<file path="config.mk">
export PLATFORM = sky130hd
export DESIGN_NAME = ahblite_copy_master
export DESIGN_NICKNAME = d
export VERILOG_FILES = /design/src/rtl/ahblite_copy_master.sv
export SDC_FILE = /design/constraint.sdc
export NUM_CORES = 1
export LEC_CHECK = 0
export BUFFER_PORTS_ARGS = -buffer_cell sky130_fd_sc_hd__buf_4
export CORE_ASPECT_RATIO = 0.5
export CORE_MARGIN = 1.5
export CORE_UTILIZATION = 40
export CTS_BUF_LIST = sky130_fd_sc_hd__clkbuf_16
export DETAILED_ROUTE_END_ITERATION = 10
export GPL_TIMING_DRIVEN = 0
export MAX_ROUTING_LAYER = met4
export PLACE_DENSITY = 0.68
export RECOVER_POWER = 25
export SYNTH_ARGS = -nofsm -noshare
export SYNTH_HDL_FRONTEND = slang
export SYNTH_SLANG_ARGS = --single-unit
</file>
<file path="constraint.sdc">
create_clock -name HCLK -period 2.37 [get_ports HCLK]
set_input_delay 0.5925 -clock HCLK [delete_from_list [all_inputs] [get_ports HCLK]]
set_output_delay 0.5925 -clock HCLK [all_outputs]
set_load 0.01 [all_outputs]
</file>
<file path="src/rtl/ahblite_copy_master.sv">
// AHB-Lite bus master that copies a block of 32-bit words from src to dst,
// one SINGLE read followed by one SINGLE write per word, with no pipelining.
module ahblite_copy_master #(
    parameter int LEN_W = 16
) (
    input  logic             HCLK,
    input  logic             HRESETn,
    input  logic             start,
    input  logic [31:0]      src_addr,
    input  logic [31:0]      dst_addr,
    input  logic [LEN_W-1:0] len,
    output logic             busy,
    output logic             done,
    output logic             err,
    output logic [LEN_W-1:0] words_left,
    output logic [31:0]      HADDR,
    output logic [1:0]       HTRANS,
    output logic             HWRITE,
    output logic [2:0]       HSIZE,
    output logic [2:0]       HBURST,
    output logic [3:0]       HPROT,
    output logic             HMASTLOCK,
    output logic [31:0]      HWDATA,
    input  logic             HREADY,
    input  logic             HRESP,
    input  logic [31:0]      HRDATA
);

    typedef enum logic [2:0] {
        IDLE,
        RD_ADDR,
        RD_DATA,
        WR_ADDR,
        WR_DATA
    } state_t;

    localparam logic [1:0] TRANS_IDLE   = 2'b00;
    localparam logic [1:0] TRANS_NONSEQ = 2'b10;

    state_t      state;
    state_t      state_next;
    logic [31:0] src_ptr;
    logic [31:0] dst_ptr;
    logic [31:0] data_buf;

    always_ff @(posedge HCLK or negedge HRESETn) begin
        if (!HRESETn) begin
            state <= IDLE;
        end else begin
            state <= state_next;
        end
    end

    // An ERROR response ends the copy on its second (HREADY=1) cycle.
    always_comb begin
        state_next = state;
        HTRANS     = TRANS_IDLE;
        HWRITE     = 1'b0;
        HADDR      = 32'h0;
        case (state)
            IDLE: begin
                if (start && (len != '0)) begin
                    state_next = RD_ADDR;
                end
            end
            RD_ADDR: begin
                HTRANS = TRANS_NONSEQ;
                HADDR  = src_ptr;
                if (HREADY) begin
                    state_next = RD_DATA;
                end
            end
            RD_DATA: begin
                HADDR = src_ptr;
                if (HREADY) begin
                    state_next = HRESP ? IDLE : WR_ADDR;
                end
            end
            WR_ADDR: begin
                HTRANS = TRANS_NONSEQ;
                HWRITE = 1'b1;
                HADDR  = dst_ptr;
                if (HREADY) begin
                    state_next = WR_DATA;
                end
            end
            WR_DATA: begin
                HWRITE = 1'b1;
                HADDR  = dst_ptr;
                if (HREADY) begin
                    state_next = (HRESP || (words_left == LEN_W'(1))) ? IDLE : RD_ADDR;
                end
            end
            default: state_next = IDLE;
        endcase
    end

    always_ff @(posedge HCLK or negedge HRESETn) begin
        if (!HRESETn) begin
            src_ptr    <= 32'h0;
            dst_ptr    <= 32'h0;
            data_buf   <= 32'h0;
            words_left <= '0;
            done       <= 1'b0;
            err        <= 1'b0;
        end else begin
            done <= 1'b0;
            err  <= 1'b0;
            case (state)
                IDLE: begin
                    if (start) begin
                        src_ptr    <= {src_addr[31:2], 2'b00};
                        dst_ptr    <= {dst_addr[31:2], 2'b00};
                        words_left <= len;
                        if (len == '0) begin
                            done <= 1'b1;
                        end
                    end
                end
                RD_DATA: begin
                    if (HREADY) begin
                        if (HRESP) begin
                            err <= 1'b1;
                        end else begin
                            data_buf <= HRDATA;
                        end
                    end
                end
                WR_DATA: begin
                    if (HREADY) begin
                        if (HRESP) begin
                            err <= 1'b1;
                        end else begin
                            src_ptr    <= src_ptr + 32'd4;
                            dst_ptr    <= dst_ptr + 32'd4;
                            words_left <= words_left - LEN_W'(1);
                            if (words_left == LEN_W'(1)) begin
                                done <= 1'b1;
                            end
                        end
                    end
                end
                default: begin
                end
            endcase
        end
    end

    assign busy      = (state != IDLE);
    assign HWDATA    = data_buf;
    assign HSIZE     = 3'b010;
    assign HBURST    = 3'b000;
    assign HPROT     = 4'b0011;
    assign HMASTLOCK = 1'b0;

endmodule

</file>
---- After elaboration in Yosys (flattened, before gate mapping) ----
Index checks and enable logic that the tools add are counted.
cells by class
  add/subtract/negate cells ............... 3
  equal/unequal tests ..................... 12
  muxes and demuxes ....................... 32
  bitwise gates (word level) .............. 1
  reductions and logical operators ........ 14
operators by type and width
  kind                                                   number
  2-to-1 mux 32 bit                                      6
  case mux 32 bit (2 select lines)                       3
  adder 32 x 3 -> 32 bit (second input constant)         2
  2-to-1 mux 16 bit                                      3
  case mux 16 bit (2 select lines)                       1
  equality test 16 x 1 -> 1 bit (second input constant)  1
  logical NOT 16 bit                                     1
  nonzero test 16 bit                                    1
  subtractor 16 x 1 -> 16 bit (second input constant)    1
  2-to-1 mux 3 bit                                       5
  case mux 3 bit (5 select lines)                        1
  inequality test 2 bit (second input constant)          7
  2-to-1 mux 1 bit                                       10
  OR reduction 2 bit                                     4
  equality test 3 x 2 -> 1 bit (second input constant)   2
  AND reduction 5 bit                                    1
  2-to-1 mux 2 bit                                       2
  AND reduction 4 bit                                    1
  equality test 3 x 1 -> 1 bit (second input constant)   1
  equality test 3 bit (second input constant)            1
  logical NOT 3 bit                                      1
  AND reduction 3 bit                                    1
  nonzero test 3 bit                                     1
  case mux 1 bit (2 select lines)                        1
  4 further kinds                                        4
word-level totals
  bits in registers ....................... 117
  input bits .............................. 117

---- Depth between registers and ports, before layout ----
  word-level depth ........................ 5
  depth in mapped cells ................... 8
  gate-level depth less buffers ........... 7

---- Worst setup path after synthesis ----
OpenSTA, ideal clock, no wires.
  path type ............................... register to output
  from .................................... register state[1]
  to ...................................... output port HADDR[21]
  arrival ................................. 1.831 ns
  data required time ...................... 1.778 ns
  path slack .............................. -0.053 ns
  stages on the path, launching flop included .. 7
  cell sequence ........................... dfrtp_1 clkbuf_1 or3b_2 clkbuf_1 nand2_1 clkbuf_1 a22o_1
on the way
  cells in the longest elaborated chain, start to end .. 3
ends and longest elaborated chain
  element                                      RTL line  source
  start, declared                              40        state_t state;
  start signal, assigned                       50        state <= state_next;
  equality test 3 bit (tied with other cells)  60        case (state)
  OR reduction 2 bit (no source line)          -
  case mux 32 bit (2 select lines) (*)         60
  end, declared                                16        output logic [31:0] HADDR,
Every way passes the cells marked *; elsewhere a longest branch is shown, timed or not.

---- Worst setup path in the final report ----
  from .................................... register state[1]
  to ...................................... output port HADDR[18]
The elaborated chain is that of the path after synthesis.

==> reports/summary.txt <==
CP endpoint kind: output port
Hold EP: dst_ptr[31]$_DFFE_PN0P_
Final hold violations: 0
Crit path DAT: 1.94 ns
Gp weighted congestion: 0.939
Synthesized area: 6740 sq um
Reg-to-reg critical path endpoint: dst_ptr[6]$_DFFE_PN0P_
Max IR drop VDD: 0.629 mV
Reg2Reg Depth: 6
Worst skew pair latency: 0.42 ns
Crit path max fanout: 10
Final Skew: 0.00660 ns
Measured slew at the worst slew-check pin: 1.47 ns
Cts bufs inserted: 17
Worst path required time: 1.78 ns
Worst r2r src: state[1]$_DFFE_PN0P_
Post-synth EDFFs: 0
Max Cap Viol: 0
Pleak: 4.24 nW
Outcome: finished, violations left
Commonest non-fill, non-tap cell in the layout: buf_4
RSZ-0062 raised after global routing: yes
Max Slew Vio Count: 0
Total Die Area: 17700 sq um
Synthesis-to-finish area growth: 41.7%
Startpoint class of the critical path: flip-flop
Total number of vias: 7468
Crit path time final: 2.54 ns
Avg WL per Cell: 21.4 um
DR DRC count: 0
Post-route cell area: 9550 sq um
H-tree depth: 4
Site Rows: 33
Final Setup Violations: 31
Tcrit/Tclk final: 107%
Post-synth top area cell: dfrtp_1
CTS tree: done
Die X: 187 um
FFs w/ async S/R, synth: 100%
Worst slew margin: 2.30%
Port Buffer Count: 194
Most frequent cells in the layout: buf_4 (213), dfrtp_1 (111), a21oi_1 (75)
Placed inst area: 8550 sq um
Core box area: 16400 sq um
Vias in the first global route: 7068
Area contributors post-synth: dfrtp_1 (42%), a21oi_1 (5.6%), mux2_2 (5.3%)
Die Span Y: 94.8 um
Worst Min Path Start: dst_addr[31]
Antenna Nets Post-Route: 0
Initial antenna violation count: 1
DRC violation total after the first TritonRoute iteration: 1144
Place WS: -0.601 ns
Register area share after synthesis: 42.0%
Drt pass-1 iters: 5
Peak Freq: 394 MHz
Synth warn: 0
Final layout net count: 1117
Detailed placement HPWL: 18600 um
Gate Count Post-Synth: 759
R2r setup slk: 0.04 ns
Final core utilization: 58.1%
Worst-case clock buffer depth: 2
Largest net degree at the start of global routing: 87
Layout cells sized above 1: 34.8%
Yosys cell types: 63
Post-synth top area share: 42.0%
CTS sink cnt: 113
Hold path cells: 2
Hold WC Path Type: input pin to flip-flop
Cell area power density: 1460 nW/um^2
Vias per cell: 6.05
Setup ws final: -0.165 ns
Fillers: 1482
First-pass GRT wire length: 39600 um
Area of the multi-input gates: 3690 sq um
Clock root buffer: clkbuf_16
Register area: 2830 sq um
Total track usage: 30.5%
I/O pin total: 214
Failing checks: setup timing
Synthesized flop and latch total: 113
Avg Cell Area, Syn: 8.88 sq um
Congestion Overflow GR: 0
Routed wire length: 26500 um
Dominant synthesized flop cell: dfrtp_1
Starting density of the core: 41.0%
Setup CP Type: flip-flop to output port
Clock-pin slew on the worst setup and hold paths: 0.06 ns
synthesized netlist by cell type (all sizes together), types with 3 or more instances:
cell type and number:
dfrtp 113, a21oi 75, nand2 60, clkbuf 58, nor2 55, o21ai 46
mux2 32, a22o 31, nor3 26, nand3 24, buf 21, nand4 21
o22ai 21, and4 13, nor4 13, inv 12, or3 12, a31oi 11
and3 11, a2bb2oi 10, a211oi 8, o31ai 8, o22a 7, a311oi 5
a41o 5, nor3b 5, ha 4, o211ai 4, o21a 4, a22oi 3
and2 3, mux2i 3, nor4b 3, or3b 3
routing by layer:
| metal | routed length, um | track usage, % | part of all wire [%] | vias up |
|---|---|---|---|---|
| li1 | - | - | - | 3324 |
| met1 | 10900 | 39.0 | 41 | 3541 |
| met2 | 11800 | 45.7 | 45 | 534 |
| met3 | 3050 | 9.18 | 12 | 69 |
| met4 | 624 | 11.5 | 2.4 | 0 |
| met5 | 0 | - | 0 | - |
flip-flops by register name, indices dropped and copies added (netlist names):
| name | flops |
|---|---|
| done | 1 |
| HWDATA | 32 |
| dst_ptr | 30 |
| words_left | 16 |
| err | 1 |
| src_ptr | 30 |
| state | 3 |
worst max-delay path by stage:
stage	from	slack, ns	cells past startpoint	end
after floorplan	state[1]$_DFFE_PN0P_	0.02	6	HADDR[10]
after global routing	state[1]$_DFFE_PN0P_	-0.20	5	HADDR[20]
after detailed placement	HRESP	-0.60	6	dst_ptr[14]$_DFFE_PN0P_
after global placement	HRESP	-0.49	6	words_left[13]$_DFFE_PN0P_
final	state[1]$_DFFE_PN0P_	-0.17	5	HADDR[18]
after CTS	state[0]$_DFFE_PN0P_	-0.18	6	HADDR[22]
power by group:
group	internal [W]	total (W)	switching [W]
Combinational	0.00357	0.00728	0.00371
Sequential	0.00288	0.00402	0.00113
Clock	0.00173	0.00267	0.000937
Total	0.00817	0.0140	0.00579
critical path: stages (launching register included):
cell and delay (ns):
dfrtp_2 0.48, or3b_4 0.44, nand2_8 0.13, clkbuf_16 0.16, a22o_1 0.18, buf_4 0.13
cell type report:
| class | instances | area share, % |
|---|---|---|
| multi-input combinational | 567 | 38.6 |
| sequential | 113 | 29.6 |
| timing repair buffer | 211 | 17.0 |
| buffer | 74 | 5.03 |
| clock buffer | 17 | 4.46 |
| tap | 227 | 2.97 |
| clock inverter | 13 | 1.78 |
| inverter | 12 | 0.472 |
| antenna | 1 | 0.0262 |
cell families (layout without fill, tap and decap cells):
family / Yosys count / after routing / synth area share, %
other: 2 / 15 / 0.111
AOI/OAI and AO/OA: 253 / 253 / 24.7
xor gates and xnor gates: 2 / 2 / 0.260
and+or+nand+nor: 259 / 259 / 20.4
DFF: 113 / 113 / 42.0
adders and majority gates: 4 / 4 / 0.743
muxes: 35 / 35 / 5.80
buffers and inverters: 91 / 327 / 6.07
through the flow:
| step | power (W) | hold WS (ns) | setup TNS [ns] | cells |
|---|---|---|---|---|
| 2_1_floorplan | 0.00727 | 0.297 | 0 | 771 |
| 3_3_place_gp | 0.0102 | 0.489 | -31.64 | 1192 |
| 3_5_place_dp | 0.0103 | 0.479 | -37.94 | 1193 |
| 4_1_cts | 0.0136 | 0.0447 | -3.93 | 1230 |
| 5_1_grt | 0.0147 | 0.394 | -5.71 | 1235 |
| 6_report | 0.0140 | 0.399 | -3.75 | 1235 |
what timing repair did:
item | CTS | global route
hold buffers | 0 | 0
setup buffers | 7 | 6
pin swaps | 7 | 6
setup endpoints to repair | 102 | 82
gates cloned | 3 | 0
gates resized for setup | 61 | 36
Note: power is estimated with default switching activity, not from simulation.
